### config.mk
export PLATFORM = sky130hd
export DESIGN_NAME = pmc_frame_decoder
export DESIGN_NICKNAME = d
export VERILOG_FILES = /design/src/rtl/pmc_dec_pkg.sv /design/src/rtl/pmc_gap_timer.sv /design/src/rtl/pmc_frame_decoder.sv
export SDC_FILE = /design/constraint.sdc
export NUM_CORES = 1
export LEC_CHECK = 0
export CAP_MARGIN = 20
export CELL_PAD_IN_SITES_DETAIL_PLACEMENT = 1
export CELL_PAD_IN_SITES_GLOBAL_PLACEMENT = 1
export CORE_ASPECT_RATIO = 1.4
export CORE_MARGIN = 10
export CORE_UTILIZATION = 36
export CTS_BUF_LIST = sky130_fd_sc_hd__clkbuf_4
export CTS_CLUSTER_SIZE = 40
export DETAILED_ROUTE_END_ITERATION = 16
export PLACE_DENSITY = 0.85
export SLEW_MARGIN = 20
export SYNTH_ARGS = -nofsm -noshare
export SYNTH_HDL_FRONTEND = slang
export SYNTH_SLANG_ARGS = --single-unit
### constraint.sdc
create_clock -name clk -period 1.7 [get_ports clk]
set_input_delay 0.425 -clock clk [delete_from_list [all_inputs] [get_ports clk]]
set_output_delay 0.425 -clock clk [all_outputs]
set_load 0.02 [all_outputs]
### src/rtl/pmc_dec_pkg.sv
// Shared constants, FSM state encoding and header check for the PMC frame decoder.
package pmc_dec_pkg;

  localparam logic [7:0]  START_BYTE = 8'h0F;
  localparam logic [7:0]  END_BYTE   = 8'hF0;
  localparam logic [15:0] CMD_READ   = 16'h0001;
  localparam logic [15:0] CMD_WRITE  = 16'h0002;

  typedef enum logic [2:0] {
    IDLE = 3'd0,
    HDR  = 3'd1,
    DATA = 3'd2,
    ADDR = 3'd3,
    ERR  = 3'd4,
    END  = 3'd5,
    REQ  = 3'd6
  } dec_state_t;

  function automatic logic isValidCmd(input logic [15:0] hdr);
    return (hdr == CMD_READ) || (hdr == CMD_WRITE);
  endfunction

endpackage

### src/rtl/pmc_gap_timer.sv
// Saturating inter-byte gap counter; expired holds once LIMIT idle cycles have elapsed.
module pmc_gap_timer #(
  parameter int LIMIT = 1024
) (
  input  logic clk,
  input  logic reset,
  input  logic clear,
  input  logic enable,
  output logic expired
);

  localparam int CW = $clog2(LIMIT + 1);

  logic [CW-1:0] count;

  always_ff @(posedge clk) begin
    if (reset || clear) begin
      count <= '0;
    end else if (enable && (count != CW'(LIMIT))) begin
      count <= count + 1'b1;
    end
  end

  assign expired = (count == CW'(LIMIT));

endmodule

### src/rtl/pmc_frame_decoder.sv
// Serial byte-stream frame decoder producing a held read/write request.
// Optional inter-byte timeout enabled by defining PMC_DEC_TIMEOUT_EN.
module pmc_frame_decoder
  import pmc_dec_pkg::*;
#(
  parameter int ADDR_BYTES     = 3,
  parameter int DATA_BYTES     = 4,
  parameter int TIMEOUT_CYCLES = 1024
) (
  input  logic                    clk,
  input  logic                    reset,
  input  logic                    iRxValid,
  input  logic [7:0]              iRxByte,
  input  logic                    iAck,
  output logic                    oReq_EXT,
  output logic [8*ADDR_BYTES-1:0] oAddr,
  output logic [8*DATA_BYTES-1:0] oData,
  output logic                    oWrite,
  output logic                    oRead,
  output logic                    oError,
  output logic                    oFrameErr,
  output logic                    oDrop,
  output logic [2:0]              oDbgState
);

  // Handshake: iRxValid has no backpressure, one byte per asserted cycle.
  // oReq_EXT stays high with stable fields until the cycle oReq_EXT && iAck;
  // iAck is ignored otherwise, and bytes arriving while a request is pending are dropped.

  localparam int AW    = 8 * ADDR_BYTES;
  localparam int DW    = 8 * DATA_BYTES;
  localparam int MAXF  = (ADDR_BYTES > DATA_BYTES) ? ((ADDR_BYTES > 2) ? ADDR_BYTES : 2)
                                                   : ((DATA_BYTES > 2) ? DATA_BYTES : 2);
  localparam int CNT_W = $clog2(MAXF + 1);

  dec_state_t       state, nextState;
  logic [CNT_W-1:0] byteCnt, nextCnt;
  logic [15:0]      hdrReg;
  logic [DW-1:0]    dataReg;
  logic [AW-1:0]    addrReg;
  logic [7:0]       errReg;
  logic             frameErrQ, frameErrNext;
  logic             dropQ, dropNext;
  logic             gapExpired;
  logic             inFrame;

  assign inFrame = (state == HDR) || (state == DATA) || (state == ADDR) ||
                   (state == ERR) || (state == END);

`ifdef PMC_DEC_TIMEOUT_EN
  logic gapClear;
  assign gapClear = iRxValid || (state == IDLE) || (state == REQ);

  pmc_gap_timer #(
    .LIMIT (TIMEOUT_CYCLES)
  ) uGapTimer (
    .clk     (clk),
    .reset   (reset),
    .clear   (gapClear),
    .enable  (inFrame),
    .expired (gapExpired)
  );
`else
  // Without the timer a partial frame waits forever; a negative limit is never legal.
  assign gapExpired = (TIMEOUT_CYCLES < 0);
`endif

  always_ff @(posedge clk) begin
    if (reset) begin
      state     <= IDLE;
      byteCnt   <= '0;
      hdrReg    <= '0;
      dataReg   <= '0;
      addrReg   <= '0;
      errReg    <= '0;
      frameErrQ <= 1'b0;
      dropQ     <= 1'b0;
    end else begin
      state     <= nextState;
      byteCnt   <= nextCnt;
      frameErrQ <= frameErrNext;
      dropQ     <= dropNext;
      if (iRxValid) begin
        case (state)
          IDLE: begin
            if (iRxByte == START_BYTE) begin
              hdrReg  <= '0;
              dataReg <= '0;
              addrReg <= '0;
              errReg  <= '0;
            end
          end
          HDR:     hdrReg  <= {hdrReg[7:0], iRxByte};
          DATA:    dataReg <= (dataReg << 8) | DW'(iRxByte);
          ADDR:    addrReg <= (addrReg << 8) | AW'(iRxByte);
          ERR:     errReg  <= iRxByte;
          default: ;
        endcase
      end
    end
  end

  always_comb begin
    nextState    = state;
    nextCnt      = byteCnt;
    frameErrNext = 1'b0;
    dropNext     = 1'b0;
    case (state)
      IDLE: begin
        if (iRxValid && (iRxByte == START_BYTE)) begin
          nextState = HDR;
          nextCnt   = '0;
        end
      end
      HDR: begin
        if (iRxValid) begin
          if (byteCnt == CNT_W'(1)) begin
            nextState = DATA;
            nextCnt   = '0;
          end else begin
            nextCnt = byteCnt + 1'b1;
          end
        end
      end
      DATA: begin
        if (iRxValid) begin
          if (byteCnt == CNT_W'(DATA_BYTES - 1)) begin
            nextState = ADDR;
            nextCnt   = '0;
          end else begin
            nextCnt = byteCnt + 1'b1;
          end
        end
      end
      ADDR: begin
        if (iRxValid) begin
          if (byteCnt == CNT_W'(ADDR_BYTES - 1)) begin
            nextState = ERR;
            nextCnt   = '0;
          end else begin
            nextCnt = byteCnt + 1'b1;
          end
        end
      end
      ERR: begin
        if (iRxValid) nextState = END;
      end
      END: begin
        if (iRxValid) begin
          if ((iRxByte == END_BYTE) && isValidCmd(hdrReg)) begin
            nextState = REQ;
          end else begin
            nextState    = IDLE;
            frameErrNext = 1'b1;
          end
        end
      end
      REQ: begin
        dropNext = iRxValid;
        if (iAck) nextState = IDLE;
      end
      default: nextState = IDLE;
    endcase

    // A byte landing on the expiry cycle still counts, so the timeout only wins on idle cycles.
    if (inFrame && !iRxValid && gapExpired) begin
      nextState    = IDLE;
      nextCnt      = '0;
      frameErrNext = 1'b1;
    end
  end

  assign oReq_EXT  = (state == REQ);
  assign oAddr     = oReq_EXT ? addrReg : '0;
  assign oData     = oReq_EXT ? dataReg : '0;
  assign oWrite    = oReq_EXT && (hdrReg == CMD_WRITE);
  assign oRead     = oReq_EXT && (hdrReg == CMD_READ);
  assign oError    = oReq_EXT && (|errReg);
  assign oFrameErr = frameErrQ;
  assign oDrop     = dropQ;
  assign oDbgState = state;

endmodule

After elaboration in Yosys (flattened, before gate mapping)
Cells that the tools add are included.

Bits in registers: 88. Logic and storage cells: 90.

Add/sub/neg operators: 1. Equality and inequality tests: 24. Multiplexer cells: 31. Bitwise logic cells: 5. Reductions and logical operators: 21.

Operators with widths (number): two-way mux 32 bit (2); case mux 32 bit (2 select lines) (1); two-way mux 3 bit (18); two-way mux 24 bit (2); case mux 24 bit (2 select lines) (1); OR 32 x 8 -> 32 bit (1); case mux 16 bit (2 select lines) (1); OR 24 x 8 -> 24 bit (1); case mux 3 bit (7 select lines) (1); == test 16 x 1 -> 1 bit (second input constant) (1); == test 16 x 2 -> 1 bit (second input constant) (1); two-way mux 16 bit (1); != test 2 bit (second input constant) (8); case mux 8 bit (2 select lines) (1); == test 3 x 2 -> 1 bit (second input constant) (4); case mux 3 bit (4 select lines) (1); AND reduction 3 bit (4); AND reduction 10 bit (1); == test 3 bit (second input constant) (3); == test 8 x 4 -> 1 bit (second input constant) (1); == test 8 bit (second input constant) (1); two-way mux 8 bit (1); nonzero test 2 bit (4); OR reduction 8 bit (1); 12 further kinds (21).

Longest topological paths before layout
Gate-level depths: netlist of run 1.

Word-level depth: 6. Depth in mapped cells: 8. Mapped depth without buffers: 6.

Worst setup path after synthesis of run 1
OpenSTA, ideal clock, no wires.

Path kind: reg2out. Start point: reg state[1], in the netlist oDbgState[1]. End point: out oWrite. Arrival: 1.878 ns. Required time: 1.275 ns. Slack: -0.603 ns. Stages on the path, launching flop included: 6. Path buffers: 1. Path through: dfxtp_1 clkbuf_1 nor2b_1 nand2_1 or2_1 nor3b_1.

Cells in the longest elaborated chain, start to end: 2.

Ends and longest elaborated chain: from (decl) (line pmc_frame_decoder.sv:36) `dec_state_t state, nextState;`; from (signal assigned) (line pmc_frame_decoder.sv:79) `state <= nextState;`; == test 3 bit (line pmc_frame_decoder.sv:173) `assign oReq_EXT = (state == REQ);`; logical AND 1 bit (line pmc_frame_decoder.sv:176) `assign oWrite = oReq_EXT && (hdrReg == CMD_WRITE);`; to (decl) (line pmc_frame_decoder.sv:18) `output logic oWrite,`.

Every way passes these cells.

Final worst setup path of run 1
Start point: reg hdrReg[14]. End point: out oRead.

Cells in the longest elaborated chain, start to end: 2.

Ends and longest elaborated chain: from (decl) (line pmc_frame_decoder.sv:38) `logic [15:0] hdrReg;`; from (signal assigned) (line pmc_frame_decoder.sv:93) `HDR: hdrReg <= {hdrReg[7:0], iRxByte};`; == test 16 x 1 -> 1 bit (line pmc_frame_decoder.sv:177) `assign oRead = oReq_EXT && (hdrReg == CMD_READ);`; logical AND 1 bit (line pmc_frame_decoder.sv:177); to (decl) (line pmc_frame_decoder.sv:19) `output logic oRead,`.

Every way passes these cells.

==> results of run 1 <==
-- worst min path at each step --
stage	end
after floorplan	dataReg[24]$_SDFFE_PP0P_
after global placement	dataReg[25]$_SDFFE_PP0P_
after detailed placement	dataReg[30]$_SDFFE_PP0P_
after CTS	dataReg[31]$_SDFFE_PP0P_
after global routing	hdrReg[12]$_SDFFE_PP0P_
final	hdrReg[12]$_SDFFE_PP0P_
-- layout make-up --
class | count | area, µm² | area share
Multi-Input combinational cell | 264 | 2470 | 0.367
Sequential cell | 88 | 1780 | 0.264
Inverter | 9 | 41.3 | 0.00614
Antenna cell | 1 | 2.50 | 0.000372
Clock buffer | 10 | 75.1 | 0.0112
Timing Repair Buffer | 175 | 2110 | 0.314
Tap cell | 138 | 173 | 0.0257
Clock inverter | 6 | 82.6 | 0.0123
-- stage by stage --
stage / area, µm² / setup TNS (ns) / total power [W] / worst slack, ns
2_1_floorplan: 3920 / -1.11 / 0.00219 / -0.0513
3_3_place_gp: 5180 / -60.01 / 0.00230 / -0.642
3_5_place_dp: 5180 / -66.25 / 0.00231 / -0.653
4_1_cts: 6250 / -27.50 / 0.00365 / -0.607
5_1_grt: 6730 / -43.53 / 0.00386 / -0.717
6_report: 6730 / -42.65 / 0.00378 / -0.657
-- sequential cells by signal, summed over array words and instances, names as in the netlist --
register,cells
oFrameErr,1
oDbgState,3
dataReg,32
hdrReg,16
oDrop,1
addrReg,24
byteCnt,3
errReg,8
-- repair_timing --
item                       4_1_cts  5_1_grt
gates resized for setup        491      102
pin swaps                       25       39
setup endpoints to repair      150      142
buffers inserted                28       15
cloned                           9        8
-- cell usage after synthesis (all sizes together) (2+ instances only) --
cell type / number
inv: 8
or2: 2
nor2b: 10
nand4: 18
o32ai: 2
nand2: 4
nor4: 8
ha: 5
a31oi: 2
clkbuf: 29
dfxtp: 88
nor4b: 3
nor3b: 2
a22o: 64
and3: 57
o211ai: 2
nor3: 4
nor2: 12
nand2b: 4
a21oi: 22
o21ai: 24
and4b: 2
buf: 8
-- where the power goes --
group          leakage (nW)  switching [W]  internal (W)
clock network        0.0882       0.000828      0.000609
logic                  1.88       0.000162      0.000122
registers             0.712    0.000000238       0.00206
-- cells by family (layout without fill, tap and decap cells) --
family	Yosys count	in the layout	synth area share
other	0	1	0
AOI/OAI and AO/OA	126	126	0.249
DFF	88	88	0.466
buffers and inverters	46	200	0.0523
adders and majority gates	5	5	0.0166
muxes	1	1	0.00265
and+or+nand+nor	130	131	0.212
xor gates and xnor gates	1	1	0.00232
-- layer usage --
layer / global-route usage / vias to the layer above
li1: - / 1831
met1: 0.225 / 2196
met2: 0.425 / 237
met3: 0.0461 / 96
met4: 0.0815 / 0
met5: 0 / -
-- critical path, stage by stage (launching register included) --
cell and delay (ns):
dfxtp_2 0.35, nor4_2 0.31, nand4_1 0.18, or2_4 0.29, nor3b_4 0.18, buf_6 0.14
==> impl_metrics.json, run 1 <==
{
  "drc": 0,
  "grt_usage": 0.221,
  "cts_hold_buf": 0,
  "r2r_slack_ns": -0.23,
  "holdPathStages": 2,
  "start_util": 0.365,
  "wl_met2_um": 11000,
  "hold_viol_final": 0,
  "synth_seq_area_share": 0.466,
  "avgSynthCellArea_um2": 9.52,
  "final_common_cell": "buf_6",
  "routedWlPerCell_um": 30.0,
  "final_cell_mix": "buf_6, dfxtp_1, a22o_1",
  "arrival_ns": 1.93,
  "synth_cell_types": 48,
  "worst_setup_path_startpoint": "hdrReg[14]$_SDFFE_PP0P_",
  "setup_ws_ns": -0.657,
  "hold_start": "hdrReg[12]$_SDFFE_PP0P_",
  "htree_levels": 3,
  "vias": 4360,
  "clock.fmax_ghz": 0.424,
  "clk_pin_slew_ns": 0.14,
  "crit_path_end_kind": "primary output",
  "critPathCapture": "oRead",
  "worstPathRequired_ns": 1.27,
  "grt_max_degree": 25,
  "finalSetupViolCount": 139,
  "post_synth_main_area_contributors": "dfxtp_1, a22o_1, and3_1",
  "design.core.area_um2": 10300,
  "cts_tree": "yes",
  "fin_crit_sh": 1.39,
  "io_pins": 77,
  "clock_path_buffers": 2,
  "ys_seq_elements": 88,
  "reg2reg_depth": 7,
  "syn-num-nets": 414,
  "viasPerCell": 6.31,
  "worst_pin_slew_ns": 0.624,
  "hold_path_class": "reg2reg",
  "wl_met1_um": 7290,
  "place_congestion": 0.895,
  "synth_area_leader_cell": "dfxtp_1",
  "r2r_start": "oDbgState[2]$_SDFFE_PP0P_",
  "drt-pass1-iter-count": 4,
  "yosys.area.top_type_share": 0.466,
  "drive_above_1_share": 0.545,
  "vdd_drop_max_mv": 0.424,
  "dpl.hpwl_um": 9290,
  "regToRegEndpoint": "dataReg[8]$_SDFFE_PP0P_",
  "cts.sinks": 88,
  "drt_iter0_drc": 294,
  "nFillCells": 1077,
  "port_buffers": 76,
  "synth_edf_count": 0,
  "finalClockSkew_ns": 0.0322,
  "status": "finished with violations",
  "grt_pass1_wl_um": 26200,
  "syn_area_um2": 3780,
  "slew_headroom": 0.583,
  "numCtsBuffers": 9,
  "num_rows": 44,
  "violations": "setup timing",
  "grt_pass1_vias": 4348,
  "wirelength_um": 20700,
  "top_layer": "met4",
  "ant_nets": 0,
  "slew_violations": 0,
  "criticalPathCategory": "reg2out",
  "cp_max_fo": 2,
  "rsz0062_at_grt": "true",
  "powerDensity_nw_per_um2": 562,
  "post-place-cells": 628,
  "cts_root_buffer": "clkbuf_4",
  "fin_crit_ns": 2.36,
  "layoutNonFillerInstCount": 691,
  "cap_viol_max_count": 0,
  "hold_ws_ns": 0.497,
  "p_leak_nw": 2.68,
  "area_growth_pct": 78.0,
  "final_util": 0.650,
  "fin_nets": 564,
  "die_x_um": 107,
  "die-height_um": 141,
  "wl_met3_um": 1040,
  "antenna_found_initial": 1,
  "ys_async_sr_fraction": 0,
  "insertion_delay_ns": 0.49,
  "yosysWarnings": 0,
  "dieArea_um2": 15100,
  "ys.flop_type": "dfxtp_1",
  "start_kind": "flop",
  "synth_cells": 397,
  "grt_overflow": 0
}
No activity file was read; power rests on OpenSTA's default activity.
==> run 2: changes to the inputs <==
--- a/config.mk
+++ b/config.mk
@@ -14,6 +14,7 @@
 export CTS_BUF_LIST = sky130_fd_sc_hd__clkbuf_4
 export CTS_CLUSTER_SIZE = 40
 export DETAILED_ROUTE_END_ITERATION = 16
+export HOLD_SLACK_MARGIN = 0.08
 export PLACE_DENSITY = 0.85
 export SLEW_MARGIN = 20
 export SYNTH_ARGS = -nofsm -noshare
==> results of run 2 <==
Same layout as run 1: the final DEF is identical, and so are final timing and power.
==> run 3: changes to the inputs <==
--- a/config.mk
+++ b/config.mk
@@ -12,9 +12,8 @@
 export CORE_MARGIN = 10
 export CORE_UTILIZATION = 36
 export CTS_BUF_LIST = sky130_fd_sc_hd__clkbuf_4
-export CTS_CLUSTER_SIZE = 40
 export DETAILED_ROUTE_END_ITERATION = 16
-export HOLD_SLACK_MARGIN = 0.08
+export HOLD_SLACK_MARGIN = 0.05
 export PLACE_DENSITY = 0.85
 export SLEW_MARGIN = 20
 export SYNTH_ARGS = -nofsm -noshare
==> results of run 3 <==
Same layout as run 1: the final DEF is identical, and so are final timing and power.
